[src/rtl/drum_step_sequencer_if.sv]
// Control/status bundle between the drum sequencer and its host (pushbuttons, tempo, LEDs, voice path).
interface drum_step_sequencer_if #(
  parameter int STEPS   = 8,
  parameter int TRACKS  = 4,
  parameter int TEMPO_W = 8
);
  localparam int SW = $clog2(STEPS);
  localparam int TW = $clog2(TRACKS);

  logic               run;
  logic [TEMPO_W-1:0] tempo_div;
  logic [TW-1:0]      edit_track;
  logic [STEPS-1:0]   step_toggle;
  logic               clear;
  logic [SW-1:0]      step_idx;
  logic [STEPS-1:0]   step_led;
  logic [TRACKS-1:0]  voice_sel;
  logic               voice_active;
  logic [STEPS-1:0]   pattern_row;

  modport master (
    output run, tempo_div, edit_track, step_toggle, clear,
    input  step_idx, step_led, voice_sel, voice_active, pattern_row
  );

  modport slave (
    input  run, tempo_div, edit_track, step_toggle, clear,
    output step_idx, step_led, voice_sel, voice_active, pattern_row
  );
endinterface

[src/rtl/drum_step_sequencer.sv]
// Drum pattern sequencer: editable TRACKS x STEPS pattern, tempo-driven stepping,
// and a lowest-index-first single-voice grant held for HOLD cycles per step.
module drum_step_sequencer #(
  parameter int STEPS   = 8,
  parameter int TRACKS  = 4,
  parameter int TEMPO_W = 8,
  parameter int HOLD    = 10
) (
  input  logic                 hz100,
  input  logic                 reset,
  drum_step_sequencer_if.slave bus
);
  localparam int SW = $clog2(STEPS);
  localparam int TW = $clog2(TRACKS);
  localparam int HW = $clog2(HOLD + 1);

  localparam logic [0:0] IDLE = 1'b0;
  localparam logic [0:0] PLAY = 1'b1;

  logic [0:0]         state;
  logic [SW-1:0]      step_idx;
  logic [TEMPO_W-1:0] cnt;
  logic [TEMPO_W-1:0] div_eff;
  logic [TEMPO_W-1:0] div_next;
  logic [HW-1:0]      hold_cnt;
  logic [TRACKS-1:0]  voice_sel;
  logic [TRACKS-1:0]  grant;
  logic [SW-1:0]      next_col;
  logic               boundary;
  logic               found;
  logic [STEPS-1:0]   pattern [TRACKS];

  // Grant is computed from the pattern as it stands before this edge's edits.
  always_comb begin
    div_next = (bus.tempo_div == '0) ? TEMPO_W'(1) : bus.tempo_div;
    next_col = (state == PLAY) ? step_idx + SW'(1) : '0;
    boundary = (cnt == div_eff - TEMPO_W'(1));
    grant    = '0;
    found    = 1'b0;
    for (int t = 0; t < TRACKS; t++) begin
      if (!found && pattern[t][next_col]) begin
        grant[t] = 1'b1;
        found    = 1'b1;
      end
    end
  end

  always_ff @(posedge hz100 or posedge reset) begin
    if (reset) begin
      state     <= IDLE;
      step_idx  <= '0;
      cnt       <= '0;
      div_eff   <= TEMPO_W'(1);
      hold_cnt  <= '0;
      voice_sel <= '0;
    end else begin
      case (state)
        IDLE: begin
          if (bus.run) begin
            state     <= PLAY;
            step_idx  <= '0;
            cnt       <= '0;
            div_eff   <= div_next;
            voice_sel <= grant;
            hold_cnt  <= HW'(HOLD - 1);
          end
        end
        PLAY: begin
          if (!bus.run) begin
            state     <= IDLE;
            step_idx  <= '0;
            cnt       <= '0;
            hold_cnt  <= '0;
            voice_sel <= '0;
          end else if (boundary) begin
            cnt       <= '0;
            step_idx  <= next_col;
            div_eff   <= div_next;
            voice_sel <= grant;
            hold_cnt  <= HW'(HOLD - 1);
          end else begin
            cnt <= cnt + TEMPO_W'(1);
            if (hold_cnt == '0) voice_sel <= '0;
            else                hold_cnt  <= hold_cnt - HW'(1);
          end
        end
        default: state <= IDLE;
      endcase
    end
  end

  // clear dominates any toggle in the same cycle.
  always_ff @(posedge hz100 or posedge reset) begin
    if (reset) begin
      for (int t = 0; t < TRACKS; t++) pattern[t] <= '0;
    end else if (bus.clear) begin
      for (int t = 0; t < TRACKS; t++) pattern[t] <= '0;
    end else begin
      for (int t = 0; t < TRACKS; t++) begin
        if (TW'(t) == bus.edit_track) pattern[t] <= pattern[t] ^ bus.step_toggle;
      end
    end
  end

  assign bus.step_idx     = step_idx;
  assign bus.voice_sel    = voice_sel;
  assign bus.voice_active = |voice_sel;
  assign bus.step_led     = (state == PLAY) ? (STEPS'(1) << step_idx) : '0;
  assign bus.pattern_row  = pattern[bus.edit_track];
endmodule
[src/flat_wrapper.sv]
// flat-port wrapper written by rule: the top's interface ports become plain ports
module drum_step_sequencer_flat 
#(
  parameter int STEPS   = 8,
  parameter int TRACKS  = 4,
  parameter int TEMPO_W = 8,
  parameter int HOLD    = 10
)
  (hz100, reset, bus_run, bus_tempo_div, bus_edit_track, bus_step_toggle, bus_clear, bus_step_idx, bus_step_led, bus_voice_sel, bus_voice_active, bus_pattern_row);
  drum_step_sequencer_if #(.STEPS(STEPS), .TRACKS(TRACKS), .TEMPO_W(TEMPO_W)) bus_i ();
  input  logic hz100;
  input  logic reset;
  input wire logic [$bits(bus_i.run)-1:0] bus_run;
  input wire logic [$bits(bus_i.tempo_div)-1:0] bus_tempo_div;
  input wire logic [$bits(bus_i.edit_track)-1:0] bus_edit_track;
  input wire logic [$bits(bus_i.step_toggle)-1:0] bus_step_toggle;
  input wire logic [$bits(bus_i.clear)-1:0] bus_clear;
  output wire logic [$bits(bus_i.step_idx)-1:0] bus_step_idx;
  output wire logic [$bits(bus_i.step_led)-1:0] bus_step_led;
  output wire logic [$bits(bus_i.voice_sel)-1:0] bus_voice_sel;
  output wire logic [$bits(bus_i.voice_active)-1:0] bus_voice_active;
  output wire logic [$bits(bus_i.pattern_row)-1:0] bus_pattern_row;
  assign bus_i.run = bus_run;
  assign bus_i.tempo_div = bus_tempo_div;
  assign bus_i.edit_track = bus_edit_track;
  assign bus_i.step_toggle = bus_step_toggle;
  assign bus_i.clear = bus_clear;
  assign bus_step_idx = bus_i.step_idx;
  assign bus_step_led = bus_i.step_led;
  assign bus_voice_sel = bus_i.voice_sel;
  assign bus_voice_active = bus_i.voice_active;
  assign bus_pattern_row = bus_i.pattern_row;
  drum_step_sequencer #(.STEPS(STEPS), .TRACKS(TRACKS), .TEMPO_W(TEMPO_W), .HOLD(HOLD)) u_core (.hz100(hz100), .reset(reset), .bus(bus_i));
endmodule
[config.mk]
export PLATFORM = sky130hd
export DESIGN_NAME = drum_step_sequencer_flat
export DESIGN_NICKNAME = d
export VERILOG_FILES = /design/src/rtl/drum_step_sequencer_if.sv /design/src/rtl/drum_step_sequencer.sv /design/src/flat_wrapper.sv
export SDC_FILE = /design/constraint.sdc
export NUM_CORES = 1
export LEC_CHECK = 0
export BUFFER_PORTS_ARGS = -buffer_cell sky130_fd_sc_hd__buf_4
export CORE_ASPECT_RATIO = 0.5
export CORE_MARGIN = 8
export CORE_UTILIZATION = 25
export CTS_BUF_LIST = sky130_fd_sc_hd__clkbuf_4
export DETAILED_ROUTE_END_ITERATION = 10
export PLACE_DENSITY = 0.47
export SETUP_SLACK_MARGIN = 0.15
export SLEW_MARGIN = 20
export SYNTH_ARGS = -nofsm -noshare
export SYNTH_HDL_FRONTEND = slang
export SYNTH_SLANG_ARGS = --single-unit
[constraint.sdc]
create_clock -name hz100 -period 3.5 [get_ports hz100]
set_input_delay 1.05 -clock hz100 [delete_from_list [all_inputs] [get_ports hz100]]
set_output_delay 1.05 -clock hz100 [all_outputs]
set_load 0.01 [all_outputs]
==> results of run 1 <==
-- power by group through the flow --
stage          clock, mW  combinational [mW]  sequential, mW
6_report           0.477               0.355           0.812
3_3_place_gp           0               0.357           0.827
4_1_cts            0.494               0.361           0.813
2_1_floorplan          0               0.260           0.804
5_1_grt            0.523               0.396           0.823
3_5_place_dp           0               0.359           0.826
-- final cells by class --
class | instances | area share
flip-flops and latches | 60 | 0.345
multi-input cells | 272 | 0.464
clock buffers | 9 | 0.0155
diodes | 2 | 0.00115
inverters | 18 | 0.0155
well taps | 198 | 0.0569
clock inverters | 6 | 0.0129
repair buffers | 51 | 0.0880
-- stage by stage --
stage                      util  hold slack, ps
after floorplan               -             471
final                     0.302             499
after CTS                 0.302             507
after global placement    0.293             488
after global routing      0.302             534
after detailed placement  0.293             493
-- registers in the layout, summed over array words and instances (netlist names) --
register,count
u_core.cnt,8
u_core.bus.voice_sel,4
u_core.state,1
u_core.div_eff,8
u_core.hold_cnt,4
u_core.pattern,32
u_core.bus.step_idx,3
-- routing by layer --
metal	vias up	share of wire	routed length, microns
met5	-	0	0
met4	0	0.0069	67
met3	8	0.033	325
met2	46	0.47	4540
met1	1422	0.49	4780
li1	1380	-	-
-- kinds of logic after synthesis --
family          count (synthesis)
mux                            27
compound gates                 53
simple gates                  139
xor+xnor                       43
buf+inv                        37
flops                          60
fa+ha+maj                      10
-- worst register-to-register path, delay by kind of cell, from the launching register on --
family	cells	cell delay (ps)
flops	1	460
compound gates	3	1080
mux	1	320
simple gates	2	850
-- synth_stat cells (all sizes together) (3+ instances only) --
cell | instances | area [sq um]
a211oi | 4 | 30.0
a21oi | 8 | 40.0
a31oi | 5 | 46.3
and2 | 4 | 25.0
and3 | 10 | 62.6
clkbuf | 17 | 63.8
dfrtp | 59 | 1480
ha | 10 | 125
inv | 17 | 63.8
mux2 | 10 | 124
mux2i | 7 | 70.1
mux4 | 10 | 225
nand2 | 45 | 169
nand3 | 9 | 45.0
nand4 | 3 | 18.8
nor2 | 40 | 150
nor2b | 7 | 43.8
nor3 | 3 | 15.0
o21ai | 10 | 61.3
o22ai | 5 | 31.3
or4 | 4 | 33.8
xnor2 | 6 | 52.6
xor2 | 37 | 324
-- final timing paths --
check | start | cells after the start | slack (ps) | endpoint
setup / recovery | bus_edit_track[1] | 3 | 480 | bus_pattern_row[7]
hold / removal | u_core.cnt[7]$_DFFE_PP0P_ | 1 | 500 | u_core.cnt[7]$_DFFE_PP0P_
setup reg to reg | u_core.div_eff[2]$_DFFE_PP0P_ | 6 | 690 | u_core.bus.voice_sel[1]$_DFFE_PP0P_
hold reg to reg | u_core.cnt[7]$_DFFE_PP0P_ | 1 | 500 | u_core.cnt[7]$_DFFE_PP0P_
max in group asynchronous | reset | 3 | 2010 | u_core.div_eff[0]$_DFFE_PP1P_
min in group asynchronous | reset | 2 | 730 | u_core.pattern[24]$_DFFE_PP0P_
==> reports/summary.txt, run 1 <==
Clk Latency, worst-skew pair = 410 ps
XOR/XNOR Fraction of Synth Area = 0.103
Drt total wl = 9720 microns
Antenna violations before repair = 1
P per Cell Area = 378 nW/um^2
Area of the multi-input gates = 2020 sq um
Fin cells = 616
Comb power frac = 0.216
Postcts setup bufs = 0
Post-route setup slack = 484 ps
Commonest non-fill, non-tap cell in the layout = dfrtp_1
Slowest CP cell = mux4_2
Startpoint Class = primary input
Synth Area in Adders = 0.0342
Grt peak-use layer = met2
Unique masters post-synth = 58
Initial Util = 0.255
CP required = 2450 ps
Max Slew Vio Count = 0
Bufs and invs on worst path = 2
Post-Syn Nets = 401
Inserted Clock Buffers = 9
Number of synthesized flops with an enable pin = 0
Async set-reset flop share out of synthesis = 1.00
Vias in the first global route = 2,927
GRT met1 Usage = 0.139
Layout cells sized above 1 = 0.233
Lkg Pwr = 1.94 nW
Vias = 2,856
Critical path data arrival time = 1970 ps
Area of placed instances = 4220 sq um
Worst Skew = 13.4 ps
Final hold violation count = 0
Global route overflow = 0
Post-layout total power = 1.64 mW
Max FO, Critical Path = 12
Largest net degree at the start of global routing = 33
Grt met2 use = 0.169
Setup violators final = 0
Fin crit share = 0.862
FP Rows = 31
Detailed Routing Iterations Pass 1 = 4
Pre-CTS WS = 465 ps
Critical path type = in2out
CTS root buf = clkbuf_4
Sequential Area = 1500 sq um
Avg Inst Size Synth = 9.93 sq um
IO Pins = 46
GRT Util Overall = 0.105
Die height = 102 microns
CTS Hold Bufs = 0
Post-DR vias/cell = 4.64
Seq pwr share = 0.494
Post-synthesis cell count = 369
MaxCap Viol Count = 0
Compound-Gate Fraction of Synth Area = 0.117
Final min period = 3020 ps
Most frequent cells in the layout = 59 x dfrtp_1, 51 x buf_4, 45 x nand2_1
VDD IR max = 0.180 mV
Post-route cell area = 4350 sq um
Max transition margin = 0.462
Clk buf depth = 2
Clock transition at the registers of the reported paths = 100 ps
Post-DRT Antenna Nets = 0
CP delay by family, top = multiplexers
Core box area = 14,400 sq um
Post_cts resized = 0
Power share of the clock group = 0.290
Main synth FF type = dfrtp_1
Setup tns final = 0 ps
Initial drt markers = 144
Highest Clock Rate = 0.332 GHz
Endpoint class of the critical path = primary output
Min-delay worst type = reg2reg
Clock sink total = 60
CTS tree = built
CP cell instances = buf_4 > mux4_2 > buf_4
#FFs+latches synth = 60
Syn-to-layout area delta = 18.7%
Status = completed
GPL Wtd Cong = 0.752
Cell Int Power = 1.12 mW
Detailed placer's ending HPWL = 7130 microns
Worst slew pin tran = 805 ps
Largest stage delay on the critical path = 540 ps
Filler cell count = 1,519
Most used cell, CP = buf_4
Post-synthesis mux area share = 0.114
Met3 usage = 0.0289
Main combinational cell family by area after synthesis = simple AND/OR/NAND/NOR gates
Synth Cell Area = 3660 sq um
Net Sw Power = 0.523 mW
Total Die Area = 19,000 sq um
RSZ-0062 raised after global routing = no
Port Buffers = 45
Inst Count DP = 599
Avg WL per Cell = 15.8 microns
H-tree depth = 3
Die width = 187 microns
Final-stage net count = 444
Post-route DRC = 0
Sw Ratio = 0.318
Synth warn = 0
Synth Area in Simple Gates = 0.183
Share of the yosys chip area belonging to registers = 0.410
First-pass GRT wire length = 16,100 microns
(Power assumes the default switching activity.)
==> run 2, diff against run 1 <==
- CORE_MARGIN: 8 -> default
==> reports/summary.txt, run 2 (synthesis results as in run 1) <==
Max FO, Critical Path = 12 (unchanged)
CP required = 2450 ps (about the same)
Final-stage net count = 443 (was 444)
Avg WL per Cell = 15.6 microns (was 15.8 microns)
Antenna violations before repair = 0 (was 1)
Detailed Routing Iterations Pass 1 = 4 (unchanged)
Pre-CTS WS = 480 ps (was 465 ps)
Critical path data arrival time = 1960 ps (was 1970 ps)
Fin cells = 609 (was 616)
Syn-to-layout area delta = 20.9% (was 18.7%)
Total Die Area = 15,200 sq um (was 19,000 sq um)
IO Pins = 46 (unchanged)
Final hold violation count = 0 (unchanged)
CP startpoint = bus_edit_track[1] (unchanged)
Die width = 173 microns (was 187 microns)
MaxCap Viol Count = 0 (unchanged)
CTS root buf = clkbuf_4 (unchanged)
Min-delay worst type = reg2reg (unchanged)
First-pass GRT wire length = 15,400 microns (was 16,100 microns)
H-tree depth = 3 (unchanged)
Critical path type = in2out (unchanged)
Global route overflow = 0 (unchanged)
Detailed placer's ending HPWL = 6790 microns (was 7130 microns)
Hold Path Stages = 1 (unchanged)
Post-DRT Antenna Nets = 0 (unchanged)
Initial drt markers = 162 (was 144)
Endpoint class of the critical path = primary output (unchanged)
RSZ-0062 raised after global routing = no (unchanged)
Clock sink total = 60 (unchanged)
CTS Hold Bufs = 0 (unchanged)
Initial Util = 0.263 (was 0.255)
Clock transition at the registers of the reported paths = 100 ps (about the same)
Final Util = 0.318 (was 0.302)
Status = completed (unchanged)
Post_cts resized = 0 (unchanged)
Startpoint Class = primary input (unchanged)
Core box area = 13,900 sq um (was 14,400 sq um)
Setup tns final = 0 ps (unchanged)
Largest registers = u_core.pattern x32, u_core.cnt x8, u_core.div_eff x8 (unchanged)
Reg2Reg Depth = 8 (was 6)
Postcts setup bufs = 0 (unchanged)
CTS tree = built (unchanged)
Die height = 87.6 microns (was 102 microns)
Worst Skew = 13.3 ps (was 13.4 ps)
Post-layout total power = 1.88 mW (was 1.64 mW)
VDD IR max = 0.167 mV (was 0.180 mV)
Inst Count DP = 592 (was 599)
Commonest non-fill, non-tap cell in the layout = dfrtp_1 (unchanged)
Max transition margin = 0.463 (was 0.462)
Most frequent cells in the layout = 59 x dfrtp_1, 49 x buf_4, 45 x nand2_1 (was 59 x dfrtp_1, 51 x buf_4, 45 x nand2_1)
Layout cells sized above 1 = 0.233 (unchanged)
Highest Clock Rate = 0.332 GHz (about the same)
Port Buffers = 45 (unchanged)
Post-route DRC = 0 (unchanged)
Drt total wl = 9480 microns (was 9720 microns)
Inserted Clock Buffers = 9 (unchanged)
Vias in the first global route = 2,763 (was 2,927)
Fin crit share = 0.860 (was 0.862)
P per Cell Area = 425 nW/um^2 (was 378 nW/um^2)
Start point of the worst hold path = u_core.cnt[7]$_DFFE_PP0P_ (unchanged)
Max Slew Vio Count = 0 (unchanged)
Lkg Pwr = 1.97 nW (was 1.94 nW)
Largest net degree at the start of global routing = 33 (unchanged)
Setup violators final = 0 (unchanged)
Biggest register = u_core.pattern (unchanged)
GPL Wtd Cong = 0.791 (was 0.752)
Max FFs per register = 32 (unchanged)
Worst slew pin tran = 803 ps (was 805 ps)
Vias = 2,815 (was 2,856)
Final min period = 3010 ps (was 3020 ps)
Post-route setup slack = 489 ps (was 484 ps)
Clk buf depth = 2 (unchanged)
Post-DR vias/cell = 4.62 (was 4.64)
FP Rows = 30 (was 31)
R2R Setup Slk = 660 ps (was 690 ps)
GRT Util Overall = 0.132 (was 0.105)
Clk Latency, worst-skew pair = 440 ps (was 410 ps)
Startpoint of the worst register-to-register path = u_core.div_eff[0]$_DFFE_PP1P_ (was u_core.div_eff[2]$_DFFE_PP0P_)
run 2: final timing paths:
path,end
max,bus_pattern_row[3]
min,u_core.cnt[7]$_DFFE_PP0P_
max reg2reg,u_core.bus.voice_sel[3]$_DFFE_PP0P_
min reg2reg,u_core.cnt[7]$_DFFE_PP0P_
max in group asynchronous,u_core.div_eff[0]$_DFFE_PP1P_
min in group asynchronous,u_core.pattern[30]$_DFFE_PP0P_
run 2: through the flow:
stage / hold WS (ps) / cell area, sq um
floorplan: 471 / 3660
CTS: 503 / 4430
detailed placement: 489 / 4220
global route: 507 / 4430
finish: 498 / 4430
global placement: 487 / 4220
run 2: report_power, final:
part	total, mW	switching (mW)	internal (mW)	leakage [nW]
Sequential	0.811	0.0627	0.748	0.796
Combinational	0.356	0.190	0.165	1.07
Clock	0.716	0.286	0.431	0.0998
run 2: layout make-up:
class                           count  area, sq um
Inverter                           18         67.6
Multi-Input combinational cell    272         2020
Clock inverter                      7          139
Clock buffer                        9         67.6
Antenna cell                        1         2.50
Fill cell                        1450         9500
Timing Repair Buffer               50          388
Tap cell                          192          240
Sequential cell                    60         1500
run 2: worst max-delay path, cell delays in order:
cell    delay [ps]
buf_4          210
mux4_2         540
buf_4          160
run 2: per-layer routing:
layer / vias up / part of all wire / GRT usage
met5: - / 0 / 0
met4: 0 / 0.011 / 0.0362
met3: 9 / 0.032 / 0.0352
met2: 33 / 0.46 / 0.210
met1: 1397 / 0.50 / 0.179
li1: 1376 / - / -
==> run 3, diff against run 2 <==
- clock period: 3.5 -> 3.85 ns (I/O delays scaled with it)
==> reports/summary.txt, run 3 (synthesis results as in run 1) <==
First-pass GRT wire length = 15,100 microns (was 15,400 microns)
Inserted Clock Buffers = 9 (unchanged)
Core box area = 13,900 sq um (unchanged)
Vias in the first global route = 2,741 (was 2,763)
Area of placed instances = 4200 sq um (was 4220 sq um)
Sw Ratio = 0.320 (was 0.286)
Max transition margin = 0.472 (was 0.463)
MaxCap Viol Count = 0 (unchanged)
Die height = 87.6 microns (unchanged)
Biggest register = u_core.pattern (unchanged)
Inst Count DP = 590 (was 592)
Post-route setup slack = 597 ps (was 489 ps)
Highest Clock Rate = 0.307 GHz
Syn-to-layout area delta = 17.6% (was 20.9%)
RR Endpoint = u_core.bus.voice_sel[2]$_DFFE_PP0P_ (was u_core.bus.voice_sel[3]$_DFFE_PP0P_)
Global route overflow = 0 (unchanged)
CP startpoint = u_core.bus.step_idx[0]$_DFFE_PP0P_ (was bus_edit_track[1])
Detailed placer's ending HPWL = 6540 microns (was 6790 microns)
Lkg Pwr = 1.92 nW (was 1.97 nW)
H-tree depth = 3 (unchanged)
Power share of the clock group = 0.256 (was 0.380)
Postcts setup bufs = 0 (unchanged)
Max FO, Critical Path = 18 (was 12)
Commonest non-fill, non-tap cell in the layout = dfrtp_1 (unchanged)
GRT Util Overall = 0.129 (was 0.132)
Setup tns final = 0 ps (unchanged)
CTS Hold Bufs = 0 (unchanged)
Post-route cell area = 4310 sq um (was 4430 sq um)
Status = completed (unchanged)
Total Die Area = 15,200 sq um (unchanged)
Startpoint of the worst register-to-register path = u_core.bus.step_idx[0]$_DFFE_PP0P_ (was u_core.div_eff[0]$_DFFE_PP1P_)
Clk buf depth = 2 (unchanged)
DR WL met3 = 305 microns (was 301 microns)
Detailed Routing Iterations Pass 1 = 4 (unchanged)
Fin crit share = 0.845
Pre-CTS WS = 624 ps (was 480 ps)
Largest stage delay on the critical path = 810 ps (was 540 ps)
Slowest CP cell = dfrtp_1 (was mux4_2)
Layout cells sized above 1 = 0.222 (was 0.233)
Vias = 2,851 (was 2,815)
Hold_ws = 499 ps (was 498 ps)
Cell Int Power = 0.968 mW (was 1.34 mW)
Net Sw Power = 0.455 mW (was 0.539 mW)
CTS tree = built (unchanged)
Seq pwr share = 0.521 (was 0.431)
Clock transition at the registers of the reported paths = 100 ps (about the same)
Clk Latency, worst-skew pair = 410 ps (was 440 ps)
Filler cell count = 1,446 (was 1,450)
R2R Setup Slk = 740 ps (was 660 ps)
Most frequent cells in the layout = 59 x dfrtp_1, 47 x buf_4, 45 x nand2_1 (was 59 x dfrtp_1, 49 x buf_4, 45 x nand2_1)
Worst Skew = 10.4 ps (was 13.3 ps)
P per Cell Area = 330 nW/um^2 (was 425 nW/um^2)
Post_cts resized = 0 (unchanged)
Worst slew pin tran = 791 ps (was 803 ps)
Initial drt markers = 144 (was 162)
CP required = 2690 ps (was 2450 ps)
GPL Wtd Cong = 0.782 (was 0.791)
Setup violators final = 0 (unchanged)
Drt total wl = 9340 microns (was 9480 microns)
Post-route DRC = 0 (unchanged)
Hold Path Stages = 1 (unchanged)
Antenna violations before repair = 1 (was 0)
Endpoint class of the critical path = primary output (unchanged)
Comb power frac = 0.223 (was 0.189)
Clock sink total = 60 (unchanged)
CTS root buf = clkbuf_4 (unchanged)
FP Rows = 30 (unchanged)
RSZ-0062 raised after global routing = no (unchanged)
Max Slew Vio Count = 0 (unchanged)
CP cell instances = inv_1 > ha_1 > and3_1 > buf_4 (was buf_4 > mux4_2 > buf_4)
Avg WL per Cell = 15.4 microns (was 15.6 microns)
Final-stage net count = 441 (was 443)
Wire length on met1 = 4660 microns (was 4710 microns)
Port Buffers = 45 (unchanged)
Startpoint Class = flop (was primary input)
Reg2Reg Depth = 8 (unchanged)
Met2 routed WL = 4300 microns (was 4360 microns)
Critical path type = reg2out (was in2out)
Largest registers = u_core.pattern x32, u_core.cnt x8, u_core.div_eff x8 (unchanged)
VDD IR max = 0.109 mV (was 0.167 mV)
Min-delay worst type = reg2reg (unchanged)
Fin cells = 607 (was 609)
Max FFs per register = 32 (unchanged)
Initial Util = 0.263 (unchanged)
Max layer used = met4 (unchanged)
Final min period = 3250 ps
Largest net degree at the start of global routing = 61 (was 33)
Post-DRT Antenna Nets = 0 (unchanged)
Start point of the worst hold path = u_core.cnt[7]$_DFFE_PP0P_ (unchanged)
IO Pins = 46 (unchanged)
Critical path data arrival time = 2100 ps (was 1960 ps)
Final hold violation count = 0 (unchanged)
Post-DR vias/cell = 4.70 (was 4.62)
CP Capture Point = bus_step_led[0] (was bus_pattern_row[3])
Die width = 173 microns (unchanged)
run 3: changes by cell type in the layout (fill, tap and decap cells not counted), sizes merged:
cell,before,now
buf,50,48
clkinvlp,2,0
clkinv,2,6
clkbuf,9,11
bufinv,4,0
run 3: worst max-delay path: cells and delay by family, from the launching register on:
kind,cells,cell delay [ps]
adders and majority gates,1,300
and+or+nand+nor,1,170
buffers and inverters,2,410
DFF,1,810
run 3: worst min path at each step:
stage                           endpoint  slack, ps
6_report       u_core.cnt[7]$_DFFE_PP0P_        500
5_1_grt        u_core.cnt[7]$_DFFE_PP0P_        530
4_1_cts        u_core.cnt[7]$_DFFE_PP0P_        500
3_5_place_dp   u_core.cnt[7]$_DFFE_PP0P_        490
3_3_place_gp   u_core.cnt[7]$_DFFE_PP0P_        490
2_1_floorplan  u_core.cnt[7]$_DFFE_PP0P_        470
run 3: stage by stage:
step	power, mW	util
finish	1.42	0.309
global placement	1.07	0.302
CTS	1.45	0.309
floorplan	0.968	-
global route	1.52	0.309
detailed placement	1.07	0.302
run 3: cell type report:
class | instances | area, sq um | share of cell area
Inverter | 18 | 67.6 | 0.0157
Timing Repair Buffer | 48 | 373 | 0.0865
Sequential cell | 60 | 1500 | 0.349
Tap cell | 192 | 240 | 0.0557
Clock buffer | 11 | 82.6 | 0.0192
Clock inverter | 5 | 20.0 | 0.00465
Antenna cell | 1 | 2.50 | 0.000581
Multi-Input combinational cell | 272 | 2020 | 0.469
run 3: layer usage:
metal / up-vias / track usage
li1: 1376 / -
met1: 1426 / 0.177
met2: 41 / 0.203
met3: 8 / 0.0365
met4: 0 / 0.0314
met5: - / 0
run 3: power groups by stage:
stage	Clock, mW	Sequential (mW)	Combinational, mW
after global routing	0.408	0.749	0.359
after detailed placement	0	0.753	0.321
after floorplan	0	0.731	0.237
after global placement	0	0.753	0.318
after CTS	0.384	0.741	0.323
final	0.364	0.740	0.317
